$ cat src/rtl/serial_link_ctrl.sv
// ---------------------------------------------------------------------------
// serial_link_ctrl
//
// Two-requester serial frame transmitter. A round-robin arbiter grants one
// requester, latches its 32-bit payload and shifts it out on a single wire
// as a frame:
//   "11" sync header, 32 data bits MSB first, [optional even-parity bit],
//   then GAP_CYCLES idle-low bit times.
// One bit per clk cycle. sdo idles low.
//
// Configuration macro:
//   SERIAL_PARITY_EN  when defined, one parity bit (XOR of the 32 payload
//                     bits) is sent between the last data bit and the gap.
//                     The port list is the same in both builds.
//
// Parameters:
//   GAP_CYCLES  idle-low bit times after every frame (legal 2..15)
//
// Ports:
//   clk         single clock, one bit time per cycle
//   rst         asynchronous, active-high reset
//   req[1:0]    per-requester transmit request, held until ack
//   data0       payload of requester 0 (stable while req[0] high)
//   data1       payload of requester 1 (stable while req[1] high)
//   ack[1:0]    one-cycle one-hot acknowledge, in the cycle after the grant
//   busy        high whenever the FSM is not IDLE
//   sdo         registered serial output
//   frame_done  one-cycle pulse in the last gap cycle of each frame
// ---------------------------------------------------------------------------
module serial_link_ctrl #(
    parameter int GAP_CYCLES = 2
) (
    input  logic        clk,
    input  logic        rst,
    input  logic [1:0]  req,
    input  logic [31:0] data0,
    input  logic [31:0] data1,
    output logic [1:0]  ack,
    output logic        busy,
    output logic        sdo,
    output logic        frame_done
);

    localparam int DATA_W = 32;

    // Gap counter values for the last gap cycle and the one before it.
    localparam logic [3:0] GAP_LAST = 4'(GAP_CYCLES - 1);
    localparam logic [3:0] GAP_PEN  = 4'(GAP_CYCLES - 2);

    typedef enum logic [2:0] {
        IDLE = 3'd0,
        HDR  = 3'd1,
        DATA = 3'd2,
        PAR  = 3'd3,
        GAP  = 3'd4
    } state_t;

    state_t              state;
    logic [4:0]          bit_cnt;
    logic [3:0]          gap_cnt;
    logic [DATA_W-1:0]   shreg;
    logic                last_grant;

`ifdef SERIAL_PARITY_EN
    logic                par_bit;

    function automatic logic even_parity(input logic [DATA_W-1:0] w);
        return ^w;
    endfunction
`endif

    logic                grant_sel;
    logic                start;
    logic [DATA_W-1:0]   grant_word;

    // Round-robin pick: when both request, the one not granted last wins.
    always_comb begin
        grant_sel = 1'b0;
        case (req)
            2'b10:   grant_sel = 1'b1;
            2'b11:   grant_sel = ~last_grant;
            default: grant_sel = 1'b0;
        endcase
    end

    assign grant_word = grant_sel ? data1 : data0;

    // A request is accepted in IDLE, and also on the edge that ends the last
    // gap cycle, which is the edge on which the FSM returns to IDLE. That
    // keeps back-to-back frames at the minimum spacing of one frame + gap.
    assign start = (req != 2'b00) &&
                   ((state == IDLE) || ((state == GAP) && (gap_cnt == GAP_LAST)));

    assign busy = (state != IDLE);

    always_ff @(posedge clk or posedge rst) begin
        if (rst) begin
            state      <= IDLE;
            sdo        <= 1'b0;
            ack        <= 2'b00;
            frame_done <= 1'b0;
            bit_cnt    <= 5'd0;
            gap_cnt    <= 4'd0;
            shreg      <= '0;
            last_grant <= 1'b1;
`ifdef SERIAL_PARITY_EN
            par_bit    <= 1'b0;
`endif
        end else begin
            ack        <= 2'b00;
            frame_done <= 1'b0;

            if (start) begin
                // Grant edge: first header bit goes out in the very next cycle.
                state      <= HDR;
                sdo        <= 1'b1;
                bit_cnt    <= 5'd0;
                gap_cnt    <= 4'd0;
                shreg      <= grant_word;
                last_grant <= grant_sel;
                ack        <= grant_sel ? 2'b10 : 2'b01;
`ifdef SERIAL_PARITY_EN
                par_bit    <= even_parity(grant_word);
`endif
            end else begin
                case (state)
                    IDLE: begin
                        sdo <= 1'b0;
                    end

                    HDR: begin
                        if (bit_cnt == 5'd0) begin
                            sdo     <= 1'b1;
                            bit_cnt <= 5'd1;
                        end else begin
                            // Second header cycle ends: present bit 31.
                            sdo     <= shreg[DATA_W-1];
                            shreg   <= {shreg[DATA_W-2:0], 1'b0};
                            bit_cnt <= 5'd0;
                            state   <= DATA;
                        end
                    end

                    DATA: begin
                        if (bit_cnt == 5'd31) begin
                            bit_cnt <= 5'd0;
`ifdef SERIAL_PARITY_EN
                            sdo     <= par_bit;
                            state   <= PAR;
`else
                            sdo     <= 1'b0;
                            gap_cnt <= 4'd0;
                            state   <= GAP;
`endif
                        end else begin
                            sdo     <= shreg[DATA_W-1];
                            shreg   <= {shreg[DATA_W-2:0], 1'b0};
                            bit_cnt <= bit_cnt + 5'd1;
                        end
                    end

                    PAR: begin
                        sdo     <= 1'b0;
                        gap_cnt <= 4'd0;
                        state   <= GAP;
                    end

                    GAP: begin
                        sdo <= 1'b0;
                        if (gap_cnt == GAP_LAST) begin
                            gap_cnt <= 4'd0;
                            state   <= IDLE;
                        end else begin
                            gap_cnt    <= gap_cnt + 4'd1;
                            frame_done <= (gap_cnt == GAP_PEN);
                        end
                    end

                    default: begin
                        sdo   <= 1'b0;
                        state <= IDLE;
                    end
                endcase
            end
        end
    end

endmodule

$ cat config.mk
export PLATFORM = sky130hd
export DESIGN_NAME = serial_link_ctrl
export DESIGN_NICKNAME = d
export VERILOG_FILES = /design/src/rtl/serial_link_ctrl.sv
export SDC_FILE = /design/constraint.sdc
export NUM_CORES = 1
export LEC_CHECK = 0
export CAP_MARGIN = 20
export CORE_UTILIZATION = 31
export DETAILED_ROUTE_END_ITERATION = 16
export GPL_TIMING_DRIVEN = 0
export SETUP_SLACK_MARGIN = 0.3
export SYNTH_ARGS = -nofsm -noshare
export SYNTH_HDL_FRONTEND = slang
export SYNTH_SLANG_ARGS = --single-unit
$ cat constraint.sdc
create_clock -name clk -period 4.6 [get_ports clk]
set_input_delay 0.69 -clock clk [delete_from_list [all_inputs] [get_ports clk]]
set_output_delay 0.69 -clock clk [all_outputs]
set_load 0.05 [all_outputs]
**After elaboration in Yosys (flattened, before gate mapping)**

Cells that the tools add are included.

- Input bits: 68
- Bits in registers: 49
- Word-level logic and storage cells: 65

- Bitwise operators: 1
- Multiplexer cells: 28
- Add/subtract/negate cells: 2
- Eq/ne operators: 13
- Reductions and logical operators: 13

Operators with widths:

| cell | count |
|---|---|
| two-way mux 32 bit | 4 |
| one-hot mux 32 bit (2 select lines) | 1 |
| one-hot mux 3 bit (5 select lines) | 1 |
| two-way mux 3 bit | 4 |
| two-way mux 4 bit | 3 |
| one-hot mux 4 bit (3 select lines) | 1 |
| two-way mux 5 bit | 2 |
| one-hot mux 5 bit (2 select lines) | 1 |
| inequality test 3 bit (second input constant) | 3 |
| two-way mux 1 bit | 7 |
| == test 3 x 2 -> 1 bit (second input constant) | 2 |
| nonzero test 3 bit | 2 |
| adder 5 x 1 -> 5 bit (second input constant) | 1 |
| == test 5 bit (second input constant) | 1 |
| logical NOT 5 bit | 1 |
| adder 4 x 1 -> 4 bit (second input constant) | 1 |
| == test 2 bit (second input constant) | 2 |
| == test 4 x 1 -> 1 bit (second input constant) | 1 |
| logical NOT 4 bit | 1 |
| two-way mux 2 bit | 2 |
| one-hot mux 1 bit (2 select lines) | 2 |
| AND reduction 4 bit | 1 |
| nonzero test 4 bit | 1 |
| == test 3 x 1 -> 1 bit (second input constant) | 1 |
| 10 further kinds | 11 |

**Longest topological paths before layout**

- Word-level depth: 6
- Gate-level depth with buffers: 8

**Least setup slack after synthesis**

No wires, ideal clock.

- Path kind: flip-flop to flip-flop
- Start: register bit_cnt[0]
- End: register shreg[10]
- Buffers on the path: 1
- Setup slack: 2.679 ns
- Required time: 4.521 ns
- Arrival time: 1.842 ns
- Cell stages (with the launch flop): 7
- Cells stage by stage: dfrtp_1 > ha_1 > and3_1 > ha_1 > a221oi_4 > buf_8 > mux2i_1

- Word-level cells in the longest chain between the ends: 3

RTL lines:

| what | RTL line | text |
|---|---|---|
| start, declared | 59 | `logic [4:0] bit_cnt;` |
| start signal, assigned | 158 | `bit_cnt <= bit_cnt + 5'd1;` |
| == test 5 bit / logical NOT 5 bit (equally long branches) | 145, 132 |  |
| inequality test 3 bit (no line) | - |  |
| AND reduction 3 bit (no line) (*) | - |  |
| end signal, assigned | 119 | `shreg <= grant_word;` |
| end signal, assigned | 138 | `shreg <= {shreg[DATA_W-2:0], 1'b0};` |
| end signal, assigned | 157 | `shreg <= {shreg[DATA_W-2:0], 1'b0};` |
| end, declared | 61 | `logic [DATA_W-1:0] shreg;` |

Mark *: on every way between the ends. The rest lies on a longest branch, timed or not.
A chain may end at the register's enable or synchronous reset.

**Worst setup path after layout**

- Start: register state[2]
- End: output busy

- Word-level cells in the longest chain between the ends: 1

RTL lines:

| what | RTL line | text |
|---|---|---|
| start, declared | 58 | `state_t state;` |
| start signal, assigned | 98 | `state <= IDLE;` |
| start signal, assigned | 115 | `state <= HDR;` |
| start signal, assigned | 140 | `state <= DATA;` |
| nonzero test 3 bit | 94 | `assign busy = (state != IDLE);` |
| end, declared | 39 | `output logic busy,` |

Every way passes these cells.

==> impl_metrics.py <==
metrics = {
    "worst_setup_path": {
        "worstReg2RegStart": "bit_cnt[0]",
        "crit_path_end_kind": "primary output",
        "critPathMaxFanout": 7,
        "cp-start-kind": "flip-flop",
        "reg2reg_slack_ns": 2.49,
        "r2r_end": "shreg[24]",
        "ff2ff_path_depth": 6,
        "critPathRequiredTime_ns": 3.91,
        "crit_type": "flip-flop to primary output",
        "arrival_ns": 1.83,
    },
    "cts": {
        "clkSinkCount": 49,
        "ctsHoldBuffers": 0,
        "cts_tree": "yes",
        "htree_num_levels": 2,
        "insertion_delay_ns": 0.30,
        "cts_buffers": 5,
        "root_buffer": "clkbuf_8",
        "cts_max_path_buffers": 2,
        "post_cts_resized": 0,
        "clk_pin_slew_ns": 0.08,
        "cts_setup_buffers": 0,
    },
    "cells_and_area": {
        "nNetsFinal": 409,
        "n_fill_cell": 881,
        "final_cells": 465,
        "drive_above_1_share": 0.199,
        "syn_to_final_growth_pct": 33.3,
        "antenna_cells": 0,
    },
    "floorplan": {
        "core-area_um2": 9280,
        "rows": 35,
        "io_pins": 73,
        "die_x_um": 100,
        "fp.dieArea_um2": 10100,
        "start_util": 0.323,
        "die_y_um": 100,
    },
    "min_path": {
        "hold_class": "flip-flop to flip-flop",
        "whs_path_depth": 2,
        "min-delay-start": "shreg[28]",
        "hold_end": "shreg[28]",
    },
    "logic_synthesis": {
        "synth.most_common_cell": "mux2i_1",
        "ys_top_cells_by_count": "mux2i_1, dfrtp_1, inv_1, mux2_2, ha_1",
        "synth_nets": 329,
        "yosys.area.top_type": "dfrtp_1",
        "seq_area_frac_synth": 0.410,
        "ys.flop_type": "dfrtp_1",
        "netlist_area_um2": 2990,
        "async_flop_share": 1.00,
        "synth_cells": 255,
        "synthTopCellsByArea": "dfrtp_1, mux2i_1, mux2_2",
        "synth_top_area_frac": 0.401,
        "ys.warnings.count": 0,
        "synth_edf_count": 0,
        "synth_area_per_cell_um2": 11.7,
        "ys_types": 43,
        "ys_ff_latch": 49,
    },
    "power": {
        "p_per_area_nw_per_um2": 624,
        "fin_total_pwr_uw": 2490,
        "total_leakage_power_uw": 0.00183,
        "ir_worst_vdd_uv": 212,
    },
    "timing": {
        "finalMaxSlewViolations": 0,
        "clock.fmax_mhz": 397,
        "finalSetupViolations": 0,
        "slew_headroom": 0.604,
        "timing.final.crit_period_ns": 2.52,
        "fin_skew_ns": 0.0104,
        "hold_ws_ns": 0.519,
        "tns_ns": 0,
        "fin_crit_sh": 0.547,
        "finalHoldViolations": 0,
        "tightest_slew_ns": 0.592,
        "grt_setup_unrepaired": "no",
    },
    "route": {
        "ant_nets": 0,
        "drc": 0,
        "num_vias": 2064,
        "firstDrtPassIters": 4,
        "wirelength_um": 5660,
        "vias_per_cell": 4.44,
        "avgRoutedWirePerCell_um": 12.2,
        "dr.first_iter.drc_count": 42,
    },
    "global_routing": {
        "grt_pass1_wl_um": 9370,
        "grt_antenna_before_repair": 0,
        "grt_usage": 0.118,
        "overflow": 0,
        "grt_max_degree": 29,
        "first_global_vias": 2020,
    },
    "run": {
        "maxCapViolations": 0,
    },
    "placement": {
        "gp_routability_congestion": 0.745,
        "io_buffers": 72,
        "dp.cells": 457,
        "dp_hpwl_um": 4200,
    },
    "outcome": {
        "outcome": "completed",
    },
}
## power breakdown
part	switching [uW]	leakage [uW]	internal, uW	total (uW)
combinational	718	0.00117	761	1480
clock	149	0.0000512	122	271
sequential	104	0.000606	638	742
## routing by layer
| layer | GRT usage | vias to the layer above | part of all wire |
|---|---|---|---|
| met1 | 0.147 | 968 | 0.46 |
| li1 | - | 1038 | - |
| met4 | 0.0435 | 0 | 0.017 |
| met3 | 0.0320 | 8 | 0.057 |
| met2 | 0.197 | 50 | 0.46 |
| met5 | 0 | - | 0 |
## layout by cell type (no fill, tap or decap), types with 3 or more instances in the layout
cell type	n
buf_2	3
a22o_1	4
ha_1	6
nor2_1	3
nand2_1	5
inv_1	39
clkbuf_8	6
mux2_2	32
mux2i_1	64
dfrtp_1	48
buf_8	5
nor3b_1	4
clkdlybuf4s50_1	72
## cells by family (layout without fill, tap and decap cells)
logic type | after synthesis | count (layout) | synth area share
buf+inv | 53 | 134 | 0.0940
flops | 49 | 49 | 0.410
fa+ha+maj | 6 | 6 | 0.0251
compound gates | 20 | 20 | 0.0656
simple gates | 29 | 29 | 0.0652
mux | 96 | 96 | 0.334
xor+xnor | 2 | 2 | 0.00585
## worst max-delay path, stage by stage, from the launching register on
cell and delay (ns):
dfrtp_1 0.50, inv_2 0.12, nand2_1 0.10, clkdlybuf4s50_1 0.80
## area by class of cell
| class | instances | area, um^2 | share of cell area |
|---|---|---|---|
| Buffer | 12 | 128 | 0.0320 |
| Clock buffer | 6 | 82.6 | 0.0207 |
| Clock inverter | 2 | 13.8 | 0.00345 |
| Inverter | 41 | 154 | 0.0385 |
| Multi-Input combinational cell | 153 | 1490 | 0.372 |
| Sequential cell | 49 | 1230 | 0.307 |
| Tap cell | 129 | 161 | 0.0404 |
| Timing Repair Buffer | 73 | 741 | 0.186 |
## worst max path at each step
stage                     from         to  depth (start not counted)
finish                state[2]       busy                          3
global route            req[1]  shreg[24]                          6
CTS                   state[2]       busy                          3
detailed placement      req[1]  shreg[24]                          6
global placement           rst   shreg[2]                          2
floorplan           bit_cnt[0]  shreg[10]                          6
## sequential cells by signal, indices dropped and copies added, names as in the netlist
| register | flops |
|---|---|
| shreg | 32 |
| bit_cnt | 5 |
| gap_cnt | 4 |
| state | 3 |
| ack | 2 |
| frame_done | 1 |
| last_grant | 1 |
| sdo | 1 |
## metrics by stage
step | setup slack (ns) | utilization | area, um^2
2_1_floorplan | 2.68 | - | 2990
3_3_place_gp | 1.71 | 0.418 | 3880
3_5_place_dp | 1.77 | 0.420 | 3900
4_1_cts | 2.07 | 0.430 | 3990
5_1_grt | 2.00 | 0.430 | 3990
6_report | 2.08 | 0.430 | 3990
(Power assumes the default switching activity.)
